### config.mk
export PLATFORM = sky130hd
export DESIGN_NAME = wb_arbiter
export DESIGN_NICKNAME = d
export VERILOG_FILES = /design/src/rtl/wb_arbiter.sv
export SDC_FILE = /design/constraint.sdc
export NUM_CORES = 1
export LEC_CHECK = 0
export ABC_CLOCK_PERIOD_IN_PS = 1800
export CELL_PAD_IN_SITES_DETAIL_PLACEMENT = 0
export CELL_PAD_IN_SITES_GLOBAL_PLACEMENT = 2
export CORE_AREA = 10 10 168 170
export DETAILED_ROUTE_END_ITERATION = 8
export DIE_AREA = 0 0 178 180
export PLACE_DENSITY = 0.86
export SLEW_MARGIN = 20
export SYNTH_ARGS = -nofsm -noshare
export SYNTH_HDL_FRONTEND = slang
export SYNTH_SLANG_ARGS = --single-unit
### constraint.sdc
create_clock -name clk -period 1.8 [get_ports clk]
set_clock_uncertainty 0.05 [all_clocks]
set_input_delay 0.18 -clock clk [delete_from_list [all_inputs] [get_ports clk]]
set_output_delay 0.18 -clock clk [all_outputs]
set_load 0.005 [all_outputs]
### src/rtl/wb_arbiter.sv
// Two-requester writeback arbiter with a registered register-file write port and a
// 32-entry pending-write scoreboard for source-operand hazard checks.
module wb_arbiter #(
    parameter int unsigned XLEN = 64
) (
    input  logic            clk,
    input  logic            reset,

    input  logic            r0_valid,
    input  logic [4:0]      r0_addr,
    input  logic [XLEN-1:0] r0_data,
    output logic            r0_ready,

    input  logic            r1_valid,
    input  logic [4:0]      r1_addr,
    input  logic [XLEN-1:0] r1_data,
    output logic            r1_ready,

    output logic            wb_en,
    output logic [4:0]      wb_addr,
    output logic [XLEN-1:0] wb_data,

    input  logic            iss_valid,
    input  logic [4:0]      iss_addr,

    input  logic [4:0]      chk_addr1,
    input  logic [4:0]      chk_addr2,
    output logic            busy1,
    output logic            busy2
);

    // 1 means requester 1 was granted most recently, so requester 0 wins the next tie.
    logic            last_grant_q;

    logic            wb_en_q;
    logic [4:0]      wb_addr_q;
    logic [XLEN-1:0] wb_data_q;

    logic [31:0]     busy_q;
    logic [31:0]     busy_d;

    logic            xfer;
    logic [4:0]      win_addr;
    logic [XLEN-1:0] win_data;

    always_comb begin
        r0_ready = reset & r0_valid & (~r1_valid | last_grant_q);
        r1_ready = reset & r1_valid & (~r0_valid | ~last_grant_q);
    end

    always_comb begin
        xfer     = r0_ready | r1_ready;
        win_addr = r1_ready ? r1_addr : r0_addr;
        win_data = r1_ready ? r1_data : r0_data;
    end

    // Issue is applied after the clear so a same-edge set of the same register wins.
    always_comb begin
        busy_d = busy_q;
        if (xfer) begin
            busy_d[win_addr] = 1'b0;
        end
        if (iss_valid) begin
            busy_d[iss_addr] = 1'b1;
        end
        busy_d[0] = 1'b0;
    end

    // A register stays busy through the wb stage until its value is in the register file.
    always_comb begin
        busy1 = (chk_addr1 != 5'd0) &&
                (busy_q[chk_addr1] || (wb_en_q && (wb_addr_q == chk_addr1)));
        busy2 = (chk_addr2 != 5'd0) &&
                (busy_q[chk_addr2] || (wb_en_q && (wb_addr_q == chk_addr2)));
    end

    always_ff @(posedge clk or negedge reset) begin
        if (!reset) begin
            last_grant_q <= 1'b1;
            wb_en_q      <= 1'b0;
            wb_addr_q    <= 5'd0;
            wb_data_q    <= '0;
            busy_q       <= '0;
        end else begin
            if (xfer) begin
                last_grant_q <= r1_ready;
                wb_addr_q    <= win_addr;
                wb_data_q    <= win_data;
            end
            wb_en_q <= xfer && (win_addr != 5'd0);
            busy_q  <= busy_d;
        end
    end

    always_comb begin
        wb_en   = wb_en_q;
        wb_addr = wb_addr_q;
        wb_data = wb_data_q;
    end

endmodule

# --- After elaboration in Yosys (flattened, before gate mapping) ---
# Cells that the tools add are included.
totals:
  regBits: 102
  output_inout_bits: 74
  elab_cells: 50
op_classes:
  order_cmp: 6
  n_eq_ne: 2
  mux: 12
  bitwise: 13
  reduce_logical: 12
op_table:
  columns: ["operator", "n"]
  rows:
  - ["$mux W32", 2]
  - ["$mux W64", 1]
  - ["$and A32 B32 Y32", 1]
  - ["$not A32 Y32", 1]
  - ["$or A32 B32 Y32", 1]
  - ["$lt A5 B6 Y1 const B", 4]
  - ["$reduce_bool A5 Y1", 3]
  - ["$bmux W1 S5", 2]
  - ["$demux W1 S5", 2]
  - ["$eq A5 B5 Y1", 2]
  - ["$ge A5 B1 Y1 const B", 2]
  - ["$logic_and A1 B1 Y1", 7]
  - ["$mux W5", 1]
  - ["$and A1 B1 Y1", 4]
  - ["$mux W1", 4]
  - ["$not A1 Y1", 3]
  - ["$or A1 B1 Y1", 3]
  - ["$logic_or A1 B1 Y1", 2]

# --- Depth between registers and ports, before layout ---
logic_depth:
  word_depth: 13
  mapped_depth: 8
  mapped_depth_nobuf: 6

# --- Worst setup path before layout ---
# Ideal clock, no wire load.
synth_path:
  kind: "register to register"
  startpoint: "register last_grant_q"
  endpoint: "register busy_q[12]"
  setup_ns: 0.133
  arrival_time_ns: 1.591
  setup_slack_ns: 0.026
  stages_incl_launch_ff: 8
  cell_sequence: "dfstp_2 > nand2_2 > nand2_8 > inv_4 > mux2_4 > buf_6 > o31ai_1 > o21ai_0"
synth_between:
  elab_chain_cells: 13
synth_lines:
  columns: ["item", "line", "source"]
  rows:
  - ["start: declaration", "33", "logic last_grant_q;"]
  - ["start signal: assignment", "86", "last_grant_q <= r1_ready;"]
  - ["$not A1 Y1", "48", "r1_ready = reset & r1_valid & (~r0_valid | ~last_grant_q);"]
  - ["$or A1 B1 Y1", "48", null]
  - ["$and A1 B1 Y1", "48", null]
  - ["$mux W5", "53", "win_addr = r1_ready ? r1_addr : r0_addr;"]
  - ["$lt A5 B6 Y1 (implied by the code) / $ge A5 B1 Y1 (equally long branches)", "61", "busy_d[win_addr] = 1'b0;"]
  - ["$logic_and A1 B1 Y1 (implied by the code)", "61", null]
  - ["$mux W1 (implied by the code)", "61", null]
  - ["$demux W1 S5", "61", null]
  - ["$not A32 Y32 (no line)", null, null]
  - ["$and A32 B32 Y32 (no line)", null, null]
  - ["$mux W32 (*)", "60", "if (xfer) begin"]
  - ["$or A32 B32 Y32 (no line)", null, null]
  - ["$mux W32 (*)", "63", "if (iss_valid) begin"]
  - ["named net busy_d[12]", "40", "logic [31:0] busy_d;"]
  - ["end signal: assignment", "91", "busy_q <= busy_d;"]
  - ["end: declaration", "39", "logic [31:0] busy_q;"]
# Mark *: on every way through the listed nets, which the timed path passes. The rest lies on a longest branch.
# A chain may end at the register's enable or synchronous reset.

# --- Final worst setup path ---
layout_path:
  startpoint: "register busy_q[26]"
  endpoint: "output port busy2"
layout_between:
  elab_chain_cells: 4
layout_lines:
  columns: ["item", "line", "source"]
  rows:
  - ["$bmux W1 S5", "74", "(busy_q[chk_addr2] || (wb_en_q && (wb_addr_q == chk_addr2)));"]
  - ["$mux W1 (implied by the code)", "74", null]
  - ["$logic_or A1 B1 Y1", "74", null]
  - ["$logic_and A1 B1 Y1", "73", "busy2 = (chk_addr2 != 5'd0) &&"]
  - ["end: declaration", "29", "output logic busy2"]
# No other way between the ends. The select of a mux whose other input is x is not followed.

==> insert_results.sql <==
INSERT INTO impl_metrics (metric_group, metric, value, unit) VALUES
('outcome', 'outcome', 'finished with violations', ''),
('outcome', 'violated_checks', 'setup timing', ''),
('synthesis', 'syn-instance-count', '605', ''),
('cells_and_area', 'final_cells', '1214', ''),
('sta', 'rsz0062_at_grt', 'true', ''),
('sta', 'setup_viol', '3', ''),
('synthesis', 'synth_simple_gate_area_share', '20.74', '%'),
('placed_design', 'dp.cells', '1188', ''),
('global_route', 'grt_pass1_wl', '32680', 'um'),
('sta', 'tcrit_tclk_final', '119.4', '%'),
('critical_path', 'critPathCaptureType', 'primary output', ''),
('critical_path', 'path_depth_of_the_worst_reg2reg_path', '7', ''),
('cells_and_area', 'n_antenna_cell', '0', ''),
('synthesis', 'synth.area.mux_share', '7.603', '%'),
('synthesis', 'synth_compound_area_share', '18.76', '%'),
('floorplanning', 'floorplan.initialDensity', '21.62', '%'),
('global_route', 'vias_in_the_first_global_route', '5674', ''),
('clocking', 'cts_tree', 'built', ''),
('critical_path', 'crit-reg2reg-launch', 'last_grant_q', ''),
('global_route', 'antenna_found_initial', '0', ''),
('critical_path', 'timing.critical_path.arrival', '1.92', 'ns'),
('sta', 'tns', '-0.7407', 'ns'),
('pwr', 'pwr_density_cell', '820.7', 'mW/mm^2'),
('floorplanning', 'floorplan.die_area', '0.03204', 'mm^2'),
('synthesis', 'combinational_family_with_the_most_area_after_synthesis', 'simple AND/OR/NAND/NOR gates', ''),
('placed_design', 'io_buffer_count', '231', ''),
('pwr', 'power.static_leakage', '3.620', 'nW'),
('critical_path', 'crit_path_end', 'busy2', ''),
('floorplanning', 'io_pins', '232', ''),
('critical_path', 'minimum_setup_slack_among_reg_to_reg_paths', '-0.05', 'ns'),
('sta', 'fin_crit', '2.150', 'ns'),
('cells_and_area', 'layout.filler_cells', '2528', ''),
('critical_path', 'timing.critical_path.fanout_max', '3', ''),
('sta', 'worst_hold_slack', '0.03906', 'ns'),
('drt', 'detailedRoute.firstIterationViolations', '213', ''),
('critical_path', 'crit_type', 'reg2out', ''),
('placed_design', 'place_ws', '-0.8096', 'ns'),
('clocking', 'clk_root_buffer_cell', 'sky130_fd_sc_hd__clkbuf_16', ''),
('synthesis', 'yosys-top-cells-area', 'sky130_fd_sc_hd__dfrtp_1 (47%), sky130_fd_sc_hd__nand2_1 (9.9%), sky130_fd_sc_hd__a31oi_1 (8.1%)', ''),
('clocking', 'clock_path_buffers', '2', ''),
('drt', 'drt_pass1_iterations', '4', ''),
('flow_run', 'maxCapViolations', '0', ''),
('cells_and_area', 'layout.cells.most_common_list', 'sky130_fd_sc_hd__clkdlybuf4s50_1 (221), sky130_fd_sc_hd__nand2_1 (141), sky130_fd_sc_hd__dfrtp_1 (101)', ''),
('critical_path', 'crit_start', 'busy_q[26]', ''),
('synthesis', 'post_synth_fa_ha_maj_area_fraction', '0', '%'),
('drt', 'route.detailed.vias_per_inst', '4.497', ''),
('drt', 'final_antenna_net_count', '0', ''),
('critical_path', 'timing.critical_path.from_type', 'register', ''),
('sta', 'fmax', '465.1', 'MHz'),
('clocking', 'htree_levels', '3', ''),
('drt', 'drt_drc_violations_left', '0', ''),
('synthesis', 'synth_enable_flop_cells', '0', ''),
('critical_path', 'required', '1.57', 'ns'),
('synthesis', 'synth_top_flop_cell', 'sky130_fd_sc_hd__dfrtp_1', ''),
('placed_design', 'detailedPlacementHpwl', '16450', 'um'),
('sta', 'worst_pin_slew', '0.5208', 'ns'),
('placed_design', 'routabilityCongestion', '0.8584', ''),
('synthesis', 'syn-mean-instance-area', '8.895', 'um^2'),
('synthesis', 'yosysTopAreaCell', 'sky130_fd_sc_hd__dfrtp_1', ''),
('pwr', 'fin_total_pwr', '7.447', 'mW'),
('sta', 'final_critical_path_setup_slack', '-0.3500', 'ns'),
('cells_and_area', 'num-nets-final', '1037', ''),
('floorplanning', 'rows', '58', ''),
('drt', 'detail_route.wirelength', '21520', 'um'),
('global_route', 'grtUsageTotal', '12.87', '%'),
('floorplanning', 'fp.dieH', '180', 'um'),
('sta', 'slew_headroom', '65.28', '%'),
('sta', 'report.final.hold_viol_count', '0', ''),
('floorplanning', 'dieWidth', '178', 'um'),
('floorplanning', 'std_cell_core_area', '0.02489', 'mm^2'),
('synthesis', 'syn-cell-area', '0.005381', 'mm^2');
## cell usage after synthesis, drive strengths merged, types with 3 or more instances
library cell	count
xor2	8
nor2	74
nor4	3
nand3	6
nand2	144
a31oi	70
mux2i	12
mux4	10
a21oi	10
clkbuf	26
inv	5
dfrtp	101
o21ai	39
nand3b	9
or3b	3
nor2b	6
buf	15
o31ai	31
mux2	5
nor4b	3
## cell families (layout without fill, tap and decap cells)
kind of cell / Yosys count / count (layout)
XOR/XNOR: 10 / 10
buffers and inverters: 46 / 324
AO/OA/AOI/OAI: 161 / 161
AND/OR/NAND/NOR: 259 / 259
multiplexers: 27 / 28
flip-flops: 102 / 102
## metrics by stage
step           instance area (um^2)  util [%]
3_5_place_dp                   8463     34.00
4_1_cts                        8869     35.63
3_3_place_gp                   8463     34.00
5_1_grt                        9074     36.45
6_report                       9074     36.45
2_1_floorplan                  5381         -
## flip-flops by register name, summed over array words and instances (netlist names)
signal        flops
wb_data          64
busy_q           31
wb_addr           5
last_grant_q      1
wb_en             1
## worst min-delay path by stage
stage,start,endpoint
floorplan,reset,busy_q[10]
global placement,reset,wb_data[59]
detailed placement,reset,wb_data[63]
CTS,reset,wb_data[53]
global route,reset,wb_data[0]
finish,reset,wb_data[54]
## per-layer routing
layer	part of all wire (%)	vias to the layer above	global-route usage, %
li1	-	2704	-
met1	41	2579	14.75
met2	50	159	22.05
met3	7.9	17	4.799
met4	1.2	0	3.102
met5	0	-	0
## power by group
part / switching, mW / total, mW / internal [mW]
Combinational: 0.965 / 2.41 / 1.44
Clock: 0.985 / 1.98 / 0.996
Sequential: 0.350 / 3.06 / 2.71
Total: 2.30 / 7.45 / 5.15
## cell type report
| cell class | instances | area [um^2] | area share [%] |
|---|---|---|---|
| Multi-Input combinational cell | 458 | 2854 | 31.45 |
| Sequential cell | 102 | 2554 | 28.14 |
| Timing Repair Buffer | 303 | 2942 | 32.42 |
| Inverter | 5 | 26.28 | 0.2896 |
| Clock buffer | 11 | 242.7 | 2.675 |
| Clock inverter | 5 | 42.54 | 0.4688 |
| Tap cell | 330 | 412.9 | 4.550 |
## worst max-delay path: stages, from the launching register on
cell	delay [ns]
sky130_fd_sc_hd__dfrtp_1	0.41
sky130_fd_sc_hd__mux4_2	0.46
sky130_fd_sc_hd__mux2_4	0.30
sky130_fd_sc_hd__nand3_2	0.06
sky130_fd_sc_hd__o311a_1	0.16
sky130_fd_sc_hd__a21oi_2	0.05
sky130_fd_sc_hd__buf_2	0.13
## what timing repair did
item                                   CTS  global route
hold buffers                             2             0
resized for setup                       51            46
endpoints found under the hold margin   10             0
pin swaps                                9            16
setup buffers                            3             5
cloned                                   0             1
setup endpoints to repair               24            34
Note: power is estimated with default switching activity, not from simulation.
